<file path="config.mk">
export PLATFORM = sky130hd
export DESIGN_NAME = vs_spi_sequencer_flat
export DESIGN_NICKNAME = d
export VERILOG_FILES = /design/src/rtl/vs_spi_sequencer_if.sv /design/src/rtl/vs_spi_sequencer.sv /design/src/flat_wrapper.sv
export SDC_FILE = /design/constraint.sdc
export NUM_CORES = 1
export LEC_CHECK = 0
export ABC_CLOCK_PERIOD_IN_PS = 2300
export CELL_PAD_IN_SITES_DETAIL_PLACEMENT = 0
export CELL_PAD_IN_SITES_GLOBAL_PLACEMENT = 2
export CORE_ASPECT_RATIO = 0.75
export CORE_MARGIN = 2
export CORE_UTILIZATION = 27
export DETAILED_ROUTE_END_ITERATION = 10
export GPL_ROUTABILITY_DRIVEN = 0
export PLACE_DENSITY = 0.8
export SLEW_MARGIN = 10
export SYNTH_ARGS = -nofsm -noshare
export SYNTH_HDL_FRONTEND = slang
export SYNTH_SLANG_ARGS = --single-unit
</file>
<file path="constraint.sdc">
create_clock -name clk -period 2.3 [get_ports clk]
set_input_delay 0.46 -clock clk [delete_from_list [all_inputs] [get_ports clk]]
set_output_delay 0.46 -clock clk [all_outputs]
set_load 0.02 [all_outputs]
</file>
<file path="src/rtl/vs_spi_sequencer_if.sv">
// ---------------------------------------------------------------------------
// vs_spi_sequencer_if
// Bundles the command port, the data-byte source port, the byte-engine port
// and the chip selects of the VS SPI sequencer.
//   master : the sequencer itself (drives acks, pops, spi_go/spi_tx, selects)
//   slave  : the environment (command issuer, data source, byte engine)
// ---------------------------------------------------------------------------
interface vs_spi_sequencer_if;
    logic        cmd_req;
    logic        cmd_rw;
    logic [7:0]  cmd_addr;
    logic [15:0] cmd_wdata;
    logic        cmd_ack;
    logic [15:0] cmd_rdata;
    logic        dat_valid;
    logic [7:0]  dat_byte;
    logic        dat_ready;
    logic        dreq;
    logic        spi_go;
    logic [7:0]  spi_tx;
    logic [7:0]  spi_rx;
    logic        spi_done;
    logic        xcs;
    logic        xdcs;
    logic        busy;

    modport master (
        input  cmd_req, cmd_rw, cmd_addr, cmd_wdata, dat_valid, dat_byte,
               dreq, spi_rx, spi_done,
        output cmd_ack, cmd_rdata, dat_ready, spi_go, spi_tx, xcs, xdcs, busy
    );

    modport slave (
        output cmd_req, cmd_rw, cmd_addr, cmd_wdata, dat_valid, dat_byte,
               dreq, spi_rx, spi_done,
        input  cmd_ack, cmd_rdata, dat_ready, spi_go, spi_tx, xcs, xdcs, busy
    );
endinterface

</file>
<file path="src/rtl/vs_spi_sequencer.sv">
// ---------------------------------------------------------------------------
// vs_spi_sequencer
// Sequences register commands (4-byte SCI frames under xcs) and streamed data
// bursts (up to BURST_LEN bytes under xdcs) onto an external SPI byte engine.
// Ports:
//   clk  : system clock, rising edge
//   rst  : asynchronous active-high reset
//   bus  : vs_spi_sequencer_if.master (command, data source, byte engine,
//          chip selects, busy)
// ---------------------------------------------------------------------------
module vs_spi_sequencer #(
    parameter int BURST_LEN = 32
) (
    input  logic                  clk,
    input  logic                  rst,
    vs_spi_sequencer_if.master    bus
);
    // counter must hold BURST_LEN and also index the four command bytes
    localparam int CW = ($clog2(BURST_LEN + 1) < 2) ? 2 : $clog2(BURST_LEN + 1);

    typedef enum logic [3:0] {
        IDLE      = 4'd0,
        CMD_SETUP = 4'd1,
        CMD_BYTE  = 4'd2,
        CMD_WAIT  = 4'd3,
        CMD_END   = 4'd4,
        DAT_SETUP = 4'd5,
        DAT_BYTE  = 4'd6,
        DAT_WAIT  = 4'd7,
        DAT_END   = 4'd8,
        GAP       = 4'd9
    } state_t;

    state_t          state_q;
    logic [CW-1:0]   cnt_q;
    logic            last_cmd_q;
    logic            xcs_q;
    logic            xdcs_q;
    logic            spi_go_q;
    logic [7:0]      spi_tx_q;
    logic            dat_ready_q;
    logic            cmd_ack_q;
    logic [15:0]     cmd_rdata_q;
    logic            busy_q;
    logic [CW-1:0]   cnt_d;
    logic            burst_full_d;
    logic            pick_cmd_d;

    // Byte k of a command frame: opcode, address, then data (zeros on read)
    function automatic logic [7:0] cmd_byte(input logic [1:0] idx, input logic rw,
                                            input logic [7:0] addr, input logic [15:0] wdata);
        logic [7:0] b;
        case (idx)
            2'd0:    b = rw ? 8'h03 : 8'h02;
            2'd1:    b = addr;
            2'd2:    b = rw ? 8'h00 : wdata[15:8];
            2'd3:    b = rw ? 8'h00 : wdata[7:0];
            default: b = 8'h00;
        endcase
        return b;
    endfunction

    assign cnt_d        = cnt_q + CW'(1);
    assign burst_full_d = (cnt_d == CW'(BURST_LEN));
    // a pending burst beats a command only right after a command (alternation)
    assign pick_cmd_d   = bus.cmd_req && !(last_cmd_q && bus.dat_valid);

    // Transaction FSM with registered outputs
    always_ff @(posedge clk or posedge rst) begin
        if (rst) begin
            state_q     <= IDLE;
            cnt_q       <= '0;
            last_cmd_q  <= 1'b0;
            xcs_q       <= 1'b1;
            xdcs_q      <= 1'b1;
            spi_go_q    <= 1'b0;
            spi_tx_q    <= 8'h00;
            dat_ready_q <= 1'b0;
            cmd_ack_q   <= 1'b0;
            cmd_rdata_q <= 16'h0000;
            busy_q      <= 1'b0;
        end else begin
            spi_go_q    <= 1'b0;
            dat_ready_q <= 1'b0;
            cmd_ack_q   <= 1'b0;
            case (state_q)
                IDLE: begin
                    if (bus.dreq && pick_cmd_d) begin
                        state_q    <= CMD_SETUP;
                        xcs_q      <= 1'b0;
                        busy_q     <= 1'b1;
                        cnt_q      <= '0;
                        last_cmd_q <= 1'b1;
                    end else if (bus.dreq && bus.dat_valid) begin
                        state_q    <= DAT_SETUP;
                        xdcs_q     <= 1'b0;
                        busy_q     <= 1'b1;
                        cnt_q      <= '0;
                        last_cmd_q <= 1'b0;
                    end else begin
                        state_q    <= IDLE;
                    end
                end
                CMD_SETUP: begin
                    cnt_q    <= '0;
                    state_q  <= CMD_BYTE;
                    spi_go_q <= 1'b1;
                    spi_tx_q <= cmd_byte(2'd0, bus.cmd_rw, bus.cmd_addr, bus.cmd_wdata);
                end
                CMD_BYTE: state_q <= CMD_WAIT;
                CMD_WAIT: begin
                    if (bus.spi_done) begin
                        if (bus.cmd_rw && cnt_q == CW'(2)) cmd_rdata_q[15:8] <= bus.spi_rx;
                        if (bus.cmd_rw && cnt_q == CW'(3)) cmd_rdata_q[7:0]  <= bus.spi_rx;
                        if (cnt_q == CW'(3)) begin
                            state_q   <= CMD_END;
                            xcs_q     <= 1'b1;
                            cmd_ack_q <= 1'b1;
                        end else begin
                            cnt_q    <= cnt_d;
                            state_q  <= CMD_BYTE;
                            spi_go_q <= 1'b1;
                            spi_tx_q <= cmd_byte(cnt_d[1:0], bus.cmd_rw, bus.cmd_addr, bus.cmd_wdata);
                        end
                    end
                end
                CMD_END: state_q <= GAP;
                DAT_SETUP: begin
                    cnt_q <= '0;
                    if (bus.dat_valid) begin
                        state_q     <= DAT_BYTE;
                        spi_go_q    <= 1'b1;
                        dat_ready_q <= 1'b1;
                        spi_tx_q    <= bus.dat_byte;
                    end else begin
                        state_q <= DAT_END;
                        xdcs_q  <= 1'b1;
                    end
                end
                DAT_BYTE: state_q <= DAT_WAIT;
                DAT_WAIT: begin
                    // dreq is deliberately ignored here: a burst is never cut by it
                    if (bus.spi_done) begin
                        cnt_q <= cnt_d;
                        if (burst_full_d || !bus.dat_valid) begin
                            state_q <= DAT_END;
                            xdcs_q  <= 1'b1;
                        end else begin
                            state_q     <= DAT_BYTE;
                            spi_go_q    <= 1'b1;
                            dat_ready_q <= 1'b1;
                            spi_tx_q    <= bus.dat_byte;
                        end
                    end
                end
                DAT_END: state_q <= GAP;
                GAP: begin
                    state_q <= IDLE;
                    busy_q  <= 1'b0;
                end
                default: begin
                    state_q <= IDLE;
                    xcs_q   <= 1'b1;
                    xdcs_q  <= 1'b1;
                    busy_q  <= 1'b0;
                end
            endcase
        end
    end

    assign bus.xcs       = xcs_q;
    assign bus.xdcs      = xdcs_q;
    assign bus.spi_go    = spi_go_q;
    assign bus.spi_tx    = spi_tx_q;
    assign bus.dat_ready = dat_ready_q;
    assign bus.cmd_ack   = cmd_ack_q;
    assign bus.cmd_rdata = cmd_rdata_q;
    assign bus.busy      = busy_q;
endmodule

</file>
<file path="src/flat_wrapper.sv">
// flat-port wrapper written by rule: the top's interface ports become plain ports
module vs_spi_sequencer_flat 
#(
    parameter int BURST_LEN = 32
)
  (clk, rst, bus_cmd_req, bus_cmd_rw, bus_cmd_addr, bus_cmd_wdata, bus_dat_valid, bus_dat_byte, bus_dreq, bus_spi_rx, bus_spi_done, bus_cmd_ack, bus_cmd_rdata, bus_dat_ready, bus_spi_go, bus_spi_tx, bus_xcs, bus_xdcs, bus_busy);
  vs_spi_sequencer_if bus_i ();
  input  logic clk;
  input  logic rst;
  input wire logic [$bits(bus_i.cmd_req)-1:0] bus_cmd_req;
  input wire logic [$bits(bus_i.cmd_rw)-1:0] bus_cmd_rw;
  input wire logic [$bits(bus_i.cmd_addr)-1:0] bus_cmd_addr;
  input wire logic [$bits(bus_i.cmd_wdata)-1:0] bus_cmd_wdata;
  input wire logic [$bits(bus_i.dat_valid)-1:0] bus_dat_valid;
  input wire logic [$bits(bus_i.dat_byte)-1:0] bus_dat_byte;
  input wire logic [$bits(bus_i.dreq)-1:0] bus_dreq;
  input wire logic [$bits(bus_i.spi_rx)-1:0] bus_spi_rx;
  input wire logic [$bits(bus_i.spi_done)-1:0] bus_spi_done;
  output wire logic [$bits(bus_i.cmd_ack)-1:0] bus_cmd_ack;
  output wire logic [$bits(bus_i.cmd_rdata)-1:0] bus_cmd_rdata;
  output wire logic [$bits(bus_i.dat_ready)-1:0] bus_dat_ready;
  output wire logic [$bits(bus_i.spi_go)-1:0] bus_spi_go;
  output wire logic [$bits(bus_i.spi_tx)-1:0] bus_spi_tx;
  output wire logic [$bits(bus_i.xcs)-1:0] bus_xcs;
  output wire logic [$bits(bus_i.xdcs)-1:0] bus_xdcs;
  output wire logic [$bits(bus_i.busy)-1:0] bus_busy;
  assign bus_i.cmd_req = bus_cmd_req;
  assign bus_i.cmd_rw = bus_cmd_rw;
  assign bus_i.cmd_addr = bus_cmd_addr;
  assign bus_i.cmd_wdata = bus_cmd_wdata;
  assign bus_i.dat_valid = bus_dat_valid;
  assign bus_i.dat_byte = bus_dat_byte;
  assign bus_i.dreq = bus_dreq;
  assign bus_i.spi_rx = bus_spi_rx;
  assign bus_i.spi_done = bus_spi_done;
  assign bus_cmd_ack = bus_i.cmd_ack;
  assign bus_cmd_rdata = bus_i.cmd_rdata;
  assign bus_dat_ready = bus_i.dat_ready;
  assign bus_spi_go = bus_i.spi_go;
  assign bus_spi_tx = bus_i.spi_tx;
  assign bus_xcs = bus_i.xcs;
  assign bus_xdcs = bus_i.xdcs;
  assign bus_busy = bus_i.busy;
  vs_spi_sequencer #(.BURST_LEN(BURST_LEN)) u_core (.clk(clk), .rst(rst), .bus(bus_i));
endmodule
</file>
# After elaboration in Yosys (flattened, before gate mapping)
# Index checks and enable logic that the tools add are counted.
[totals]
elab_cells = 119
latchBits = 0
input_bits = 47
n_memories = 0
output_inout_bits = 30
ramBits = 0
register_bits = 41
mem_bits_ro = 0
[op_classes]
bitwise_logic = 3
add_sub_neg = 1
div = 0
shifts = 0
n_reduce_logical = 28
n_lt_le_gt_ge = 0
eq_ne = 27
n_mul = 0
mux = 48
[ops]
columns = ["op", "count"]
rows = [
  ["$pmux W8 S4", 2],
  ["$mux W8", 7],
  ["$pmux W4 S8", 1],
  ["$mux W6", 5],
  ["$pmux W6 S4", 1],
  ["$mux W1", 20],
  ["$mux W4", 5],
  ["$eq A4 B3 Y1 const B", 4],
  ["$reduce_or A8 Y1", 2],
  ["$ne A2 B2 Y1 const B", 7],
  ["$eq A6 B2 Y1 const B", 2],
  ["$reduce_and A6 Y1", 2],
  ["$eq A4 B2 Y1 const B", 2],
  ["$eq A4 B4 Y1 const B", 2],
  ["$ne A2 B1 Y1 const B", 4],
  ["$pmux W1 S4", 2],
  ["$reduce_bool A4 Y1", 2],
  ["$reduce_or A7 Y1", 1],
  ["$add A6 B1 Y6 const B", 1],
  ["$eq A6 B6 Y1 const B", 1],
  ["$logic_and A1 B1 Y1", 6],
  ["$mux W3", 2],
  ["$reduce_and A2 Y1", 3],
  ["$reduce_and A3 Y1", 2],
  ["other kinds (15)", 21],
]

# Depth between registers and ports, before layout
# Gate-level depths: netlist (run 1).
[logic_depth]
word_depth = 6
mapped_depth = 8
depth_no_buf = 7

# Worst setup path after synthesis (run 1)
# No wires, ideal clock.
[synth_timing]
kind = "flip-flop to flip-flop"
start = "register u_core.cnt_q[0]"
end = "register u_core.cmd_rdata_q[0] (netlist: u_core.bus.cmd_rdata[0])"
path_buffers = 1
period_less_slack_ps = 1784
setup_time_ps = 125
stages_incl_launch_ff = 6
required_time_ps = 2175
arrival_time_ps = 1659
slack_ps = 516
path_cell_list = "dfrtp_1 ha_1 buf_1 nand2_1 nor2_4 mux2_2"
[synth_via]
elab_chain_len = 3
[synth_lines]
columns = ["item", "line", "text"]
rows = [
  ["start: declaration", "vs_spi_sequencer.sv:35", "logic [CW-1:0] cnt_q;"],
  ["start signal: assignment", "vs_spi_sequencer.sv:120", "cnt_q <= cnt_d;"],
  ["start signal: assignment", "vs_spi_sequencer.sv:144", "cnt_q <= cnt_d;"],
  ["$eq A6 B2 Y1", "vs_spi_sequencer.sv:114", "if (bus.cmd_rw && cnt_q == CW'(3)) cmd_rdata_q[7:0] <= bus.spi_rx;"],
  ["$logic_and A1 B1 Y1", "vs_spi_sequencer.sv:114", ""],
  ["$reduce_and A3 Y1 (no source line)", "-", ""],
  ["end signal: assignment", "vs_spi_sequencer.sv:114", ""],
  ["end: declaration", "vs_spi_sequencer.sv:43", "logic [15:0] cmd_rdata_q;"],
]
# Every way passes these cells.
# A chain may end at the register's enable or synchronous reset.

# Worst setup path after layout (run 1)
[layout_timing]
start = "register u_core.cnt_q[1]"
end = "register u_core.cmd_rdata_q[2] (netlist: u_core.bus.cmd_rdata[2])"
# Same word-level chain as after synthesis.

==> metrics, run 1 <==
fmax 498 MHz; yosys warns 0; required time worst endpoint 2.48 ns; Avg Vias per Cell 4.96; status completed; PortBufs 76; power density cells 1230 nW/um^2; hold endpoint u_core.bus.xdcs; EDFF count, synth 0; RR Startpoint u_core.cnt_q[1]; Filler Cells Inserted 827; sw frac around two fifths; flops & latches, synth 41; # clock sinks 41; core area roughly 8000 um^2; R2R cell count 4; initial antenna violation count 0; startpoint types flip-flop; area of the multi-input gates ~1100 um^2; commonest register cell after synthesis dfrtp_1; initial DRC count 86; async set-reset flop share out of synthesis 100%; pre-CTS setup slack 0.204 ns; worst endpoint data arrival time 2.19 ns; CTS root buf clkbuf_8; Unique masters post-synth between 40 and 50; die area 9110 um^2; hold bufs inserted after CTS 0; sequential cell area around 1000 um^2; Worst R2R End u_core.bus.cmd_rdata[2]; Detailed Route WL 6.65 mm; Post-DP Area 3240 um^2; setup TNS 0 ns; Critical Path Sink Type flip-flop; flop-to-flop setup slack 0.29 ns; vias in the first global route 2036; Flop pwr share 29.8%; Synth Cell Area 2260 um^2; Clock Power Share 14.4%; Lkg Pwr 0.00138 uW; sequential area share after synthesis 45.6%; final instance area 3350 um^2; Hold Crit Depth 2; I/O pin total 77; final period utilization 87.2%; Clock Latency Late Sink 0.30 ns; total number of H-tree levels 2; Slew HR roughly 64%; min Tclk post-route 2.01 ns; area grow syn2layout 48.6%; first-pass GRT wire length 10.4 mm; Mapped Nets 277; # diodes 0; Max Cap Violations 0; Vias 2100; critical path class reg2reg; setup bufs post-CTS 0; number of core rows 28; syn_area_per_cell 9.98 um^2; Worst Tran Pin Value 0.539 ns; Layout Utilization 42.0%; hpwl dp 4.99 mm; nets@finish 368; Final Max Tran Viols 0; DR WL/cell roughly 16 um; P_sw 1670 uW; pin count of the biggest net entering global routing 42; chip height 83.2 um; Comb power frac between 50 and 60%; worst hold start u_core.bus.xdcs; class of the worst hold path reg2reg; Total GRT Usage 14.5%; Cells after Synth about 230; CP max FO 10; first-pass detailed-route iteration total 4; Int Power 2440 uW; CTS tree done; ANT nets after route 0; total gr overflow 0; Die W 110 um; total CTS buffers 5; clk_skew 0.00896 ns; Final Hold Viols 0; peak supply drop 0.457 mV; # setup viols final 0; RSZ-0062 raised after global routing false; initial core utilization 28.2%; fraction of layout cells with a size suffix above 1 17.3%; Clock transition at path regs 0.09 ns; clk buf depth 2; residual DRC count 0; PostCTS Resize Cnt 0; setup ws final 0.293 ns
cell usage after synthesis, drive strengths merged (2+ instances only):
master,count,area (um^2)
dfstp,2,52.6
a2bb2oi,7,61.3
a21oi,14,81.3
a31oi,7,43.8
clkbuf,7,26.3
mux2,17,195
a222oi,2,20.0
nor3,2,15.0
nand2,26,97.6
a41oi,2,17.5
dfrtp,39,976
buf,3,18.8
nand3,8,45.0
nor2,12,62.6
inv,9,33.8
nand2b,3,18.8
nor2b,2,12.5
ha,4,50.1
and2,2,12.5
o21ai,31,155
nor4,2,27.5
a22oi,9,67.6
metal layers:
layer | up-vias | global-route usage [%] | wire length [um]
li1 | 1021 | - | -
met2 | 74 | 20.9 | 2700
met5 | - | 0 | 0
met3 | 0 | 3.92 | 564
met4 | 0 | 1.38 | 0
met1 | 1005 | 22.2 | 3380
registers in the layout (all words and copies together) (netlist names):
signal,flops
u_core.bus.cmd_rdata,16
u_core.bus.spi_tx,8
u_core.cnt_q,6
u_core.state_q,4
u_core.bus.busy,1
u_core.bus.cmd_ack,1
u_core.bus.dat_ready,1
u_core.bus.spi_go,1
u_core.bus.xcs,1
u_core.bus.xdcs,1
u_core.last_cmd_q,1
worst max path at each step:
stage / depth (start not counted) / to / startpoint / slack, ns
CTS: 4 / u_core.bus.cmd_rdata[2] / u_core.cnt_q[1] / 0.27
detailed placement: 6 / u_core.bus.xcs / bus_spi_done / 0.20
global route: 4 / u_core.bus.cmd_rdata[2] / u_core.cnt_q[1] / 0.15
global placement: 6 / u_core.bus.xcs / bus_spi_done / 0.22
finish: 4 / u_core.bus.cmd_rdata[2] / u_core.cnt_q[1] / 0.29
floorplan: 5 / u_core.bus.cmd_rdata[0] / u_core.cnt_q[0] / 0.52
power groups by stage:
stage	combinational [uW]	sequential, uW	clock [uW]
final	2300	1230	592
after global placement	2300	1230	0
after floorplan	1110	1460	0
after CTS	2310	1230	620
after detailed placement	2300	1240	0
after global routing	2500	1270	646
cells by family after synthesis:
family,synth area share (%)
DFF,45.6
adders and majority gates,2.22
buffers and inverters,3.49
AOI/OAI and AO/OA,23.9
muxes,9.10
and+or+nand+nor,15.7
placed cells by master, fill, tap and decap left out, drive strengths merged, types with 2 or more instances in the layout:
cell and n:
buf 18, nand3 8, nor2 12, dfstp 2, nor4 2, clkdlybuf4s50 76
nor3 2, ha 4, nor2b 2, inv 9, a2bb2oi 7, nand2b 3
o21ai 31, mux2 17, a31oi 7, a22oi 9, a41oi 2, nand2 26
dfrtp 39, and2 2, clkbuf 5, a222oi 2, a21oi 14
cell type report:
| type | count | area share [%] |
|---|---|---|
| clock buffers | 5 | 2.05 |
| clock inverters | 3 | 1.38 |
| inverters | 9 | 1.01 |
| well taps | 105 | 3.92 |
| flip-flops and latches | 41 | 30.7 |
| repair buffers | 94 | 26.7 |
| multi-input cells | 166 | 34.3 |
worst max-delay path, cell delays in order (launching register included):
cell	delay, ns
dfrtp_1	0.48
ha_1	0.47
nand2_1	0.27
nor2_4	0.29
mux2_2	0.37
through the flow:
step | hold slack (ns) | power (uW) | cells
floorplan | 0.492 | 2570 | 226
global placement | 0.452 | 3530 | 415
detailed placement | 0.452 | 3540 | 415
CTS | 0.472 | 4160 | 423
global route | 0.515 | 4420 | 423
finish | 0.468 | 4120 | 423
Note: power is estimated with default switching activity, not from simulation.
==> inputs of run 2 (changes only) <==
--- a/config.mk
+++ b/config.mk
@@ -5,15 +5,16 @@
 export SDC_FILE = /design/constraint.sdc
 export NUM_CORES = 1
 export LEC_CHECK = 0
-export ABC_CLOCK_PERIOD_IN_PS = 2300
+export ABC_CLOCK_PERIOD_IN_PS = 1800
 export CELL_PAD_IN_SITES_DETAIL_PLACEMENT = 0
 export CELL_PAD_IN_SITES_GLOBAL_PLACEMENT = 2
 export CORE_ASPECT_RATIO = 0.75
 export CORE_MARGIN = 2
-export CORE_UTILIZATION = 27
+export CORE_UTILIZATION = 24
 export DETAILED_ROUTE_END_ITERATION = 10
 export GPL_ROUTABILITY_DRIVEN = 0
-export PLACE_DENSITY = 0.8
+export MAX_ROUTING_LAYER = met4
+export PLACE_DENSITY_LB_ADDON = 0.1
 export SLEW_MARGIN = 10
 export SYNTH_ARGS = -nofsm -noshare
 export SYNTH_HDL_FRONTEND = slang
==> constraint.sdc (replaced) <==
create_clock -name clk -period 1.8 [get_ports clk]
set_input_delay 0.36 -clock clk [delete_from_list [all_inputs] [get_ports clk]]
set_output_delay 0.36 -clock clk [all_outputs]
set_load 0.02 [all_outputs]
==> run 2 against run 1 <==
  * First-iteration DRC count rose by 26%
  * Clock power rose by 77%
  * Via count rose by 2.1%
  * Sequential share of layout area fell by 3.3 points
  * Worst hold slack got worse by 0.011 ns
  * Non-clock buffer count rose by 31
  * Sequential power rose by 23%
  * Combinational power rose by 46%
  * Critical path type is now in2reg
  * Flip-flop and latch count did not move
  * Worst setup slack got worse by 0.23 ns
  * Largest power group unchanged
  * Largest cell class is now non-clock buffers
  * Utilization fell by 0.69 points
  * Wire length rose by 5.4%
==> metrics, run 2 (synthesis results as in run 1) <==
RR Startpoint u_core.state_q[3]; Max Cap Violations 0; Worst R2R End u_core.bus.cmd_rdata[8]; die area 10200 um^2; residual DRC count 0; power density cells 1580 nW/um^2; area grow syn2layout 66.3%; M1 GR Usage 22.0%; initial core utilization between 20% and 30%; RSZ-0062 raised after global routing true; class of the worst hold path in2async; total CTS buffers 5; first-pass GRT wire length 11.3 mm; fraction of layout cells with a size suffix above 1 about a quarter; Cells after DPL ~460; Final Max Tran Viols 0; Clock Latency Late Sink about 0.28 ns; CTS tree done; flop-to-flop setup slack 0.09 ns; PortBufs 76; startpoint types primary input; Lkg Pwr between 0.0015 and 0.002 uW; chip height 88.0 um; setup TNS 0 ns; CP max FO 6; hpwl dp 5.23 mm; hold bufs inserted after CTS 0; R2R cell count 5; total gr overflow 0; Worst path slowest cell clkdlybuf4s50_1; final period utilization 96.4%; I/O pin total 77; # diodes 0; first-pass detailed-route iteration total 4; DR WL/cell roughly 15 um; Die W approximately 120 um; critical path class in2reg; number of core rows 30; met3 GRT Util between 3 and 4%; ANT nets after route 0; area of the multi-input gates 1170 um^2; core area 9080 um^2; Final Hold Viols 0; Critical Path Sink Type flip-flop; required time worst endpoint between 2 and 2.5 ns; leading cell type in the layout, fill and taps excluded clkdlybuf4s50_1; clk_skew 0.00808 ns; worst endpoint data arrival time 1.96 ns; CTS root buf clkbuf_16; total number of H-tree levels 2; CP max stage delay 0.58 ns; Total GRT Usage 14.9%; Worst Tran Pin Value 0.515 ns; Avg Vias per Cell 4.50; Filler Cells Inserted 918; vias in the first global route 2143; # setup viols final 0; nets@finish roughly 400; # clock sinks 41; initial DRC count 108; commonest cells after routing, fill and taps aside 74 x clkdlybuf4s50_1, 42 x buf_4, 39 x dfrtp_1; peak supply drop 0.526 mV; met2 Use GR 20.5%; sequential cell area about 1000 um^2; Detailed Route WL 7.01 mm; initial antenna violation count 0; clk buf depth 2; pin count of the biggest net entering global routing 42; Slew HR 65.3%; Post-DP Area 3470 um^2; Clock transition at path regs ~0.07 ns; status completed; Vias 2145; crit path cell chain clkdlybuf4s50_1, nand2b_2, nand2_1, a21o_1, a222oi_1, o22a_1; final instance area 3750 um^2; fmax 576 MHz; final std cells w/o fill 477; layer with the highest usage met1; max reg flops 16; min Tclk post-route 1.74 ns
-- run 2: cell count changes in the layout (fill, tap and decap cells not counted), sizes merged --
cell / before / now
buf: 18 / 49
clkdlybuf4s50: 76 / 74
dlymetal6s2s: 0 / 2
-- run 2: worst max path at each step --
stage | start | end | slack [ns] | cells after the start
2_1_floorplan | u_core.cnt_q[0] | u_core.bus.cmd_rdata[0] | 0.02 | 5
3_3_place_gp | bus_spi_done | u_core.bus.cmd_rdata[6] | -0.22 | 4
3_5_place_dp | bus_spi_done | u_core.bus.xcs | -0.26 | 6
4_1_cts | u_core.bus.xdcs | bus_xdcs | 0.01 | 1
5_1_grt | bus_spi_done | u_core.bus.xcs | -0.002 | 6
6_report | bus_spi_done | u_core.bus.xcs | 0.06 | 6
-- run 2: where the power goes --
group	switching (uW)	internal, uW
logic	1630	1720
registers	211	1300
clock network	390	657
-- run 2: through the flow --
stage | utilization (%) | total power (uW) | setup slack, ns | hold WS (ns)
2_1_floorplan | - | 3290 | 0.0162 | 0.473
3_3_place_gp | 38.3 | 4820 | -0.217 | 0.452
3_5_place_dp | 38.3 | 4820 | -0.264 | 0.453
4_1_cts | 40.2 | 5890 | 0.0130 | 0.468
5_1_grt | 41.3 | 6360 | -0.00209 | 0.484
6_report | 41.3 | 5910 | 0.0650 | 0.457
-- run 2: final cells by class --
cell class,instances,share of cell area [%]
clock buffer,5,3.34
clock inverter,3,1.23
inverter,9,0.901
multi-input combinational,166,31.2
sequential,41,27.4
tap,128,4.27
timing repair buffer,125,31.6
-- run 2: per-layer routing --
| layer | share of wire (%) | wire (um) |
|---|---|---|
| met2 | 42 | 2920 |
| met1 | 52 | 3670 |
| met4 | 0.50 | 35 |
| met3 | 5.4 | 381 |
| met5 | 0 | 0 |
-- run 2: timing repair --
| item | CTS | global route |
|---|---|---|
| pin swaps | 0 | 5 |
| setup buffers | 0 | 6 |
| gates resized for setup | 1 | 12 |
| setup endpoints to repair | 5 | 34 |
| gates cloned | 0 | 0 |
-- run 2: worst max-delay path, delay by kind of cell --
kind                   cells  cell delay (ns)
and+or+nand+nor            2             0.33
AOI/OAI and AO/OA          3             0.69
buffers and inverters      1             0.58
